$ cat src/rtl/processor_pkg.sv
// Shared types and constants for the core front end.
// Fetch entries pair an instruction word with its byte address.
package processor_pkg;

    typedef struct packed {
        logic [31:0] pc;
        logic [31:0] instr;
    } fetch_entry_t;

    localparam logic [31:0] RESET_PC_DEFAULT = 32'h0000_0000;
    localparam logic [31:0] INSTR_BYTES      = 32'd4;

    function automatic logic [31:0] word_align(input logic [31:0] addr);
        return {addr[31:2], 2'b00};
    endfunction

endpackage

$ cat src/rtl/fetch_fifo.sv
// Synchronous FIFO of fetch entries with flush and occupancy.
// Flush wins over push; a pop in a flush cycle just empties the FIFO.
module fetch_fifo
    import processor_pkg::*;
#(
    parameter int DEPTH = 4,
    localparam int CW = $clog2(DEPTH + 1),
    localparam int PW = (DEPTH > 1) ? $clog2(DEPTH) : 1
) (
    input  logic          clk,
    input  logic          rst_n,
    input  logic          flush,
    input  logic          push,
    input  fetch_entry_t  push_data,
    input  logic          pop,
    output fetch_entry_t  head,
    output logic [CW-1:0] count,
    output logic          full,
    output logic          empty
);

    fetch_entry_t  mem [DEPTH];
    logic [PW-1:0] wr_ptr;
    logic [PW-1:0] rd_ptr;
    logic          do_push;
    logic          do_pop;

    function automatic logic [PW-1:0] ptr_inc(input logic [PW-1:0] p);
        return (p == PW'(DEPTH - 1)) ? '0 : p + PW'(1);
    endfunction

    assign full    = (count == CW'(DEPTH));
    assign empty   = (count == '0);
    assign do_pop  = pop && !empty && !flush;
    assign do_push = push && !flush && (!full || do_pop);
    assign head    = mem[rd_ptr];

    // Storage; cleared on reset so the head reads zero until first push.
    always_ff @(posedge clk) begin
        if (!rst_n) begin
            for (int i = 0; i < DEPTH; i++) begin
                mem[i] <= '0;
            end
        end else if (do_push) begin
            mem[wr_ptr] <= push_data;
        end
    end

    // Read/write pointers, rewound together on flush.
    always_ff @(posedge clk) begin
        if (!rst_n) begin
            wr_ptr <= '0;
            rd_ptr <= '0;
        end else if (flush) begin
            wr_ptr <= '0;
            rd_ptr <= '0;
        end else begin
            if (do_push) begin
                wr_ptr <= ptr_inc(wr_ptr);
            end
            if (do_pop) begin
                rd_ptr <= ptr_inc(rd_ptr);
            end
        end
    end

    // Occupancy; simultaneous push and pop leave it unchanged.
    always_ff @(posedge clk) begin
        if (!rst_n) begin
            count <= '0;
        end else if (flush) begin
            count <= '0;
        end else begin
            unique case ({do_push, do_pop})
                2'b10:   count <= count + CW'(1);
                2'b01:   count <= count - CW'(1);
                default: count <= count;
            endcase
        end
    end

endmodule

$ cat src/rtl/instr_fetch_unit.sv
// Fetch stage: owns the PC, issues word requests, buffers responses.
// Redirects flush buffered work and drop responses still in flight.
module instr_fetch_unit
    import processor_pkg::*;
#(
    parameter logic [31:0] RESET_PC = RESET_PC_DEFAULT,
    parameter int          DEPTH    = 4
) (
    input  logic        clk,
    input  logic        rst_n,
    output logic        imem_req_valid,
    output logic [31:0] imem_req_addr,
    input  logic        imem_req_ready,
    input  logic        imem_rsp_valid,
    input  logic [31:0] imem_rsp_data,
    input  logic        redirect_valid,
    input  logic [31:0] redirect_pc,
    output logic        inst_valid,
    output logic [31:0] inst_code,
    output logic [31:0] inst_pc,
    input  logic        inst_ready
);

    localparam int CW = $clog2(DEPTH + 1);

    localparam logic [0:0] S_FETCH = 1'b0;
    localparam logic [0:0] S_DRAIN = 1'b1;

    logic [0:0]    state;
    logic [31:0]   pc;
    logic [CW-1:0] outstanding;
    logic [CW-1:0] drop_cnt;
    logic [CW-1:0] drop_next;
    logic [CW:0]   in_flight;

    logic          req_fire;
    logic          rsp_ok;
    logic          rsp_keep;
    logic          inst_fire;

    fetch_entry_t  ib_head;
    fetch_entry_t  ib_data;
    logic [CW-1:0] ib_count;
    logic          ib_full;
    logic          ib_empty;
    logic          ib_push;

    fetch_entry_t  pq_head;
    fetch_entry_t  pq_data;
    logic [CW-1:0] pq_count;
    logic          pq_full;
    logic          pq_empty;
    logic          unused_ok;

    // Credits cover both in-flight requests and buffered entries,
    // so a response always finds room in the instruction buffer.
    assign in_flight      = {1'b0, outstanding} + {1'b0, ib_count};
    assign imem_req_valid = rst_n
                          && (state == S_FETCH)
                          && !redirect_valid
                          && (in_flight < (CW + 1)'(DEPTH));
    assign imem_req_addr  = pc;

    assign req_fire  = imem_req_valid && imem_req_ready;
    assign rsp_ok    = imem_rsp_valid && (outstanding != '0);
    assign rsp_keep  = rsp_ok && (state == S_FETCH) && !redirect_valid;
    assign inst_fire = inst_valid && inst_ready;
    assign drop_next = outstanding - CW'(rsp_ok);

    assign ib_push = rsp_keep && (!ib_full || inst_fire);
    assign ib_data = '{pc: pq_head.pc, instr: imem_rsp_data};
    assign pq_data = '{pc: pc, instr: 32'h0};

    assign inst_valid = !ib_empty;
    assign inst_code  = ib_head.instr;
    assign inst_pc    = ib_head.pc;

    assign unused_ok = ^{pq_count, pq_full, pq_empty,
                         pq_head.instr, redirect_pc[1:0]};

    fetch_fifo #(
        .DEPTH (DEPTH)
    ) u_inst_buf (
        .clk       (clk),
        .rst_n     (rst_n),
        .flush     (redirect_valid),
        .push      (ib_push),
        .push_data (ib_data),
        .pop       (inst_fire),
        .head      (ib_head),
        .count     (ib_count),
        .full      (ib_full),
        .empty     (ib_empty)
    );

    fetch_fifo #(
        .DEPTH (DEPTH)
    ) u_pc_queue (
        .clk       (clk),
        .rst_n     (rst_n),
        .flush     (redirect_valid),
        .push      (req_fire),
        .push_data (pq_data),
        .pop       (rsp_keep),
        .head      (pq_head),
        .count     (pq_count),
        .full      (pq_full),
        .empty     (pq_empty)
    );

    // Program counter: advance on accept, jump on redirect.
    always_ff @(posedge clk) begin
        if (!rst_n) begin
            pc <= RESET_PC;
        end else if (redirect_valid) begin
            pc <= word_align(redirect_pc);
        end else if (req_fire) begin
            pc <= pc + INSTR_BYTES;
        end
    end

    // Requests accepted by memory and not yet answered.
    always_ff @(posedge clk) begin
        if (!rst_n) begin
            outstanding <= '0;
        end else begin
            outstanding <= outstanding + CW'(req_fire) - CW'(rsp_ok);
        end
    end

    // Fetch/drain control: stale responses are counted off after a redirect.
    always_ff @(posedge clk) begin
        if (!rst_n) begin
            state    <= S_FETCH;
            drop_cnt <= '0;
        end else if (redirect_valid) begin
            drop_cnt <= drop_next;
            state    <= (drop_next != '0) ? S_DRAIN : S_FETCH;
        end else if ((state == S_DRAIN) && rsp_ok) begin
            drop_cnt <= drop_cnt - CW'(1);
            if (drop_cnt == CW'(1)) begin
                state <= S_FETCH;
            end
        end
    end

endmodule
$ cat config.mk
export PLATFORM = sky130hd
export DESIGN_NAME = instr_fetch_unit
export DESIGN_NICKNAME = d
export VERILOG_FILES = /design/src/rtl/processor_pkg.sv /design/src/rtl/fetch_fifo.sv /design/src/rtl/instr_fetch_unit.sv
export SDC_FILE = /design/constraint.sdc
export NUM_CORES = 1
export LEC_CHECK = 0
export ABC_AREA = 1
export BUFFER_PORTS_ARGS = -buffer_cell sky130_fd_sc_hd__buf_4
export CAP_MARGIN = 20
export CORE_UTILIZATION = 50
export CTS_CLUSTER_SIZE = 8
export DETAILED_ROUTE_END_ITERATION = 16
export GPL_ROUTABILITY_DRIVEN = 0
export PLACE_DENSITY_LB_ADDON = 0.25
export SYNTH_ARGS = -nofsm -noshare
export SYNTH_HDL_FRONTEND = slang
export SYNTH_SLANG_ARGS = --single-unit
$ cat constraint.sdc
create_clock -name clk -period 5.6 [get_ports clk]
set_clock_uncertainty 0.1 [all_clocks]
set_input_delay 0.28 -clock clk [delete_from_list [all_inputs] [get_ports clk]]
set_output_delay 0.28 -clock clk [all_outputs]
set_load 0.02 [all_outputs]
After elaboration in Yosys (flattened, before gate mapping)
Memories as Yosys holds them, arrays and structs flattened. A register that Yosys moved wholly into a read port is not among the register bits.
Index checks and enable logic that the tools add are counted.
Word-level totals
  register bits after elaboration: 53
  input port bits: 70
  bits in writable memories: 384
  output and inout bits: 98
  bits in read-only memories: 0
  latch bits: 0
  logic and storage cells: 111
  memories: 2
Memories
  u_inst_buf.mem: words 4, width 64, rd ports 1, clocked after Yosys merged registers in 1, wr ports 4, RTL line fetch_fifo.sv:22  | fetch_entry_t mem [DEPTH];
  u_pc_queue.mem: words 4, width 32, rd ports 1, clocked after Yosys merged registers in 1, wr ports 4, RTL line fetch_fifo.sv:22
Cells by class
  magnitude comparators: 1
  shift-type cells: 0
  muxes and demuxes: 31
  reductions and logical operators: 39
  add/subtract/negate cells: 14
  div/mod/pow operators: 0
  $mul: 0
  bitwise operators: 2
  equality and inequality tests: 11
Operator list (count)
  $mux W32: 3
  $mux W64: 1
  $reduce_or A64 Y1: 1
  $add A32 B3 Y32 const B: 1
  $reduce_or A32 Y1: 1
  $mux W2: 10
  $logic_and A1 B1 Y1: 18
  $mux W1: 13
  $eq A2 B2 Y1 const B: 6
  $pmux W3 S2: 2
  $reduce_bool A2 Y1: 5
  $sub A3 B1 Y3 const B: 3
  $add A2 B1 Y2 const B: 4
  $add A3 B1 Y3 const B: 2
  $eq A3 B3 Y1 const B: 2
  $logic_not A3 Y1: 2
  $mux W3: 2
  $reduce_bool A3 Y1: 2
  $sub A3 B1 Y3: 2
  $logic_not A1 Y1: 5
  $add A3 B3 Y4: 1
  $eq A2 B1 Y1 const B: 2
  $lt A4 B3 Y1 const B: 1
  $add A3 B1 Y3: 1
  other kinds (5): 8

Logic depth before layout (Yosys ltp)
  depth after elaboration: 13
  gate-level depth with buffers: 16
  mapped depth without buffers: 14

By module
A second synthesis with hierarchy kept.
Unflattened totals
  cell total of the unflattened synthesis: 2646
  area, all modules: 27237.4 um^2
Modules (own cells, without submodules)
  fetch_fifo (u_pc_queue): area each 12286.8 um^2, sequential area each 7867.5 um^2, cells each 1112, times used 1
  fetch_fifo (u_inst_buf): area each 12174.2 um^2, sequential area each 7867.5 um^2, cells each 1093, times used 1
  instr_fetch_unit: area each 2776.4 um^2, sequential area each 740.7 um^2, cells each 441, times used 1

Least setup slack after synthesis
Ideal clock, no wire load.
  kind: register to register
  start point: register outstanding[1]
  end point: memory u_inst_buf.mem[3][0] (netlist bit), enable pin
  setup slack: -0.557 ns
  setup time: 0.574 ns
  path buffers: 0
  data arrival time: 5.483 ns
  clock period less this slack: 6.157 ns
  stages on the path, launching flop included: 7
  required time: 4.926 ns
  path through: dfxtp_1 -> nor2_1 -> nand2_1 -> nand2_2 -> nor3_4 -> nand2_4 -> o31ai_1
RTL lines
  start, declared: RTL line instr_fetch_unit.sv:31  | logic [CW-1:0] outstanding;
  start signal, assigned: RTL line instr_fetch_unit.sv:127  | outstanding <= outstanding + CW'(req_fire) - CW'(rsp_ok);
  end, declared: RTL line fetch_fifo.sv:22

==> impl_metrics.toml <==
[yosys]
syn-mean-instance-area_um2 = 9.77
synth.top_cells.by_area = "edfxtp_1, nor2_1, dfxtp_1"
syn_area_um2 = 19300
synthesis.yosys.warnings = 0
synth_area_leader_cell = "edfxtp_1"
dominant_register_cell_in_the_synthesized_netlist = "edfxtp_1"
ys_types = 40
synth-seq-area-share_pct = 63.1
asyncSetResetFlopFracSynth_pct = 0
share_of_yosys_cell_area_claimed_by_the_top_area_cell_type_pct = 57.4
synth_cells = 1971
postSynthRegisterBits = 423
synth-edff-count = 368

[clock_network]
tritoncts.num_buffers = 59
clkSlewWorstSetupHoldPaths_ns = 0.06
clock_latency_ns = 0.60
clock_sinks = 423
cts_tree = "built"
root_buffer = "clkbuf_16"
h-tree-depth = 2
clock_tree_buffer_depth = 3

[critical_path]
reg2reg_from = "outstanding[1]$_SDFF_PN0_"
path_cells = "clkinv_2, buf_4, o21ai_0, o22ai_1, buf_4"
slowest_delay_ns = 0.66
cp-start-kind = "register"
critPathRequiredTime_ns = 5.22
setup.worst_path.class = "reg2out"
worst_setup_path_end_kind = "output pin"
cp_max_fanout = 78
cpMaxStageDelayCell = "dfxtp_4"
path_common_cell = "buf_4"
worst-endpoint-arrival_ns = 3.14

[routing]
drt.antenna.violating_nets = 0
finalWirelength_um = 47500
detail_route.first_pass.iterations = 6
drt_drc_violations_left = 0
viasPerCell = 5.41
first_iter_violations = 1218
wire_per_inst_um = 17.6
via_count = 14581

[power_and_ir_drop]
power.clock.fraction_pct = 41.1
power_density_nw_per_um2 = 337
power_frac_comb_pct = 11.0
switching_share_pct = 24.7
max-vdd-ir-drop_uv = 221
switching_power_uw = 1910
leakage_uw = 0.00905
cell_internal_pwr_uw = 5830
seq_power_share_pct = 47.9

[timing]
fin_hold_ws_ns = 0.0429
fin_crit_sh_pct = 62.8
fin_setup_tns_ns = 0
achievable-frequency_mhz = 284
final_period_minus_worst_setup_slack_ns = 3.52
timing.final.hold_violations = 0
setup-violations-final = 0
timing_worst_slew_pin_value_ns = 1.03
rsz0062_at_grt = "false"
slew_viol_final = 0
timing.max_slew.rel_slack_pct = 31.5
fin_ws_ns = 2.08

[final_layout]
synthToLayoutAreaGrowth_pct = 19.5
fraction_of_layout_instances_using_a_drive_strength_above_1_pct = 13.6
final_nets = 2250
antenna_cells = 0
instances_no_fill = 2696

[floorplan]
die_width_um = 198
core_area_um2 = 37800
die_height_um = 198
initial_core_utilization_pct = 51.0
design.die.area_um2 = 39300
rows = 71
pin_count = 168

[flow_run]
max_cap_viol_count = 0

[worst_hold_path]
hold_class = "in2reg"
worstHoldStart = "redirect_valid"

[grt]
grt_overflow = 0
first_pass_grt_wire_length_um = 74400
number_of_antenna_violations_at_the_first_check_in_global_routing = 0
grt_pass1_vias = 14250
grt_usage_pct = 24.4
pin_count_of_the_biggest_net_entering_global_routing = 80

[run_status]
outcome = "completed"

[placed_design]
dp.final_hpwl_um = 26300
numPortBuffers = 161
pre_cts_slack_ns = 1.91
placedCellCount = 2546
-- layer usage --
layer	up-vias	share of wire [%]	track usage, %
met2	540	48	40.8
met1	6923	43	32.6
met5	-	0	0
met3	68	7.1	3.68
li1	7050	-	-
met4	0	2.0	7.67
-- synthesized netlist by cell type (all sizes together), types with 3 or more instances --
cell type,n
a21oi,71
a32oi,29
buf,47
clkbuf,78
dfxtp,55
edfxtp,368
fa,3
ha,15
inv,152
nand2,292
nand3,54
nand3b,3
nor2,495
nor3,65
o21ai,164
o22ai,63
xor2,6
-- kinds of logic after synthesis --
family	after synthesis	synth area share (%)
compound gates	332	9.67
xor+xnor	8	0.364
fa+ha+maj	18	1.29
buf+inv	278	6.20
flops	423	63.1
other cells	1	0.0195
simple gates	911	19.4
-- final cells by class --
class	count	area, um^2
fillers	3127	14700
flip-flops and latches	423	12200
multi-input cells	1273	5960
repair buffers	252	2060
clock buffers	80	1580
well taps	511	639
inverters	153	576
clock inverters	4	38.8
-- stage by stage --
stage	area [um^2]	utilization, %	power [uW]
5_1_grt	23000	60.9	8010
6_report	23000	60.9	7750
2_1_floorplan	19300	-	4270
3_5_place_dp	20700	54.9	4580
3_3_place_gp	20700	54.9	4560
4_1_cts	23000	60.9	7780
-- worst paths after layout --
check / to / slack, ns / cells after the start
hold / removal: imem_req_addr[6]$_SDFFE_PN0P_ / 0.04 / 3
setup reg to reg: u_pc_queue.count[2]$_SDFFE_PP0P_ / 2.27 / 16
setup / recovery: inst_pc[5] / 2.08 / 5
hold reg to reg: u_pc_queue.count[2]$_SDFFE_PP0P_ / 0.39 / 2
-- power groups by stage --
stage | clock, uW | sequential [uW] | combinational (uW)
floorplan | 0 | 3770 | 504
global placement | 0 | 3760 | 800
detailed placement | 0 | 3770 | 812
CTS | 3220 | 3710 | 853
global route | 3350 | 3730 | 931
finish | 3180 | 3710 | 851
-- sequential cells by signal, indices dropped and copies added (netlist names), named ones only --
| signal | flops |
|---|---|
| u_inst_buf.wr_ptr | 2 |
| drop_cnt | 3 |
| imem_req_addr | 30 |
| outstanding | 3 |
| u_pc_queue.rd_ptr | 2 |
| u_pc_queue.mem | 120 |
| state | 1 |
| u_inst_buf.mem | 248 |
| u_inst_buf.rd_ptr | 2 |
| u_inst_buf.count | 3 |
| u_pc_queue.wr_ptr | 2 |
| u_pc_queue.count | 3 |
-- critical path: cells and delay by family, from the launching register on --
kind | cells | cell delay [ns]
buf+inv | 3 | 1.39
flops | 1 | 0.66
compound gates | 2 | 0.43
-- cells in the final DEF, fill, tap and decap left out, types with 2 or more instances in the layout --
master	n
xor2_1	6
xnor2_1	2
fa_1	3
inv_2	4
clkbuf_16	60
nand2_1	276
dfxtp_2	2
nand2_2	15
nor3_1	53
edfxtp_1	368
clkinv_2	2
a32oi_1	29
nand3_2	3
ha_1	15
nor3_2	11
buf_4	186
o22ai_1	63
o21ai_0	161
dlygate4sd3_1	66
conb_1	4
a31oi_1	2
clkbuf_1	20
a21oi_1	71
o21ai_2	2
nand3_1	51
inv_1	147
nor2_1	492
dfxtp_1	52
nand3b_1	3
-- repair_timing --
item | CTS | global route
endpoints found under the setup margin | 0 | 0
hold buffers | 66 | 0
setup buffers | 0 | 0
hold endpoints to repair | 131 | 0
resized for setup | 0 | 0
Power figures use the tool's default switching activity.
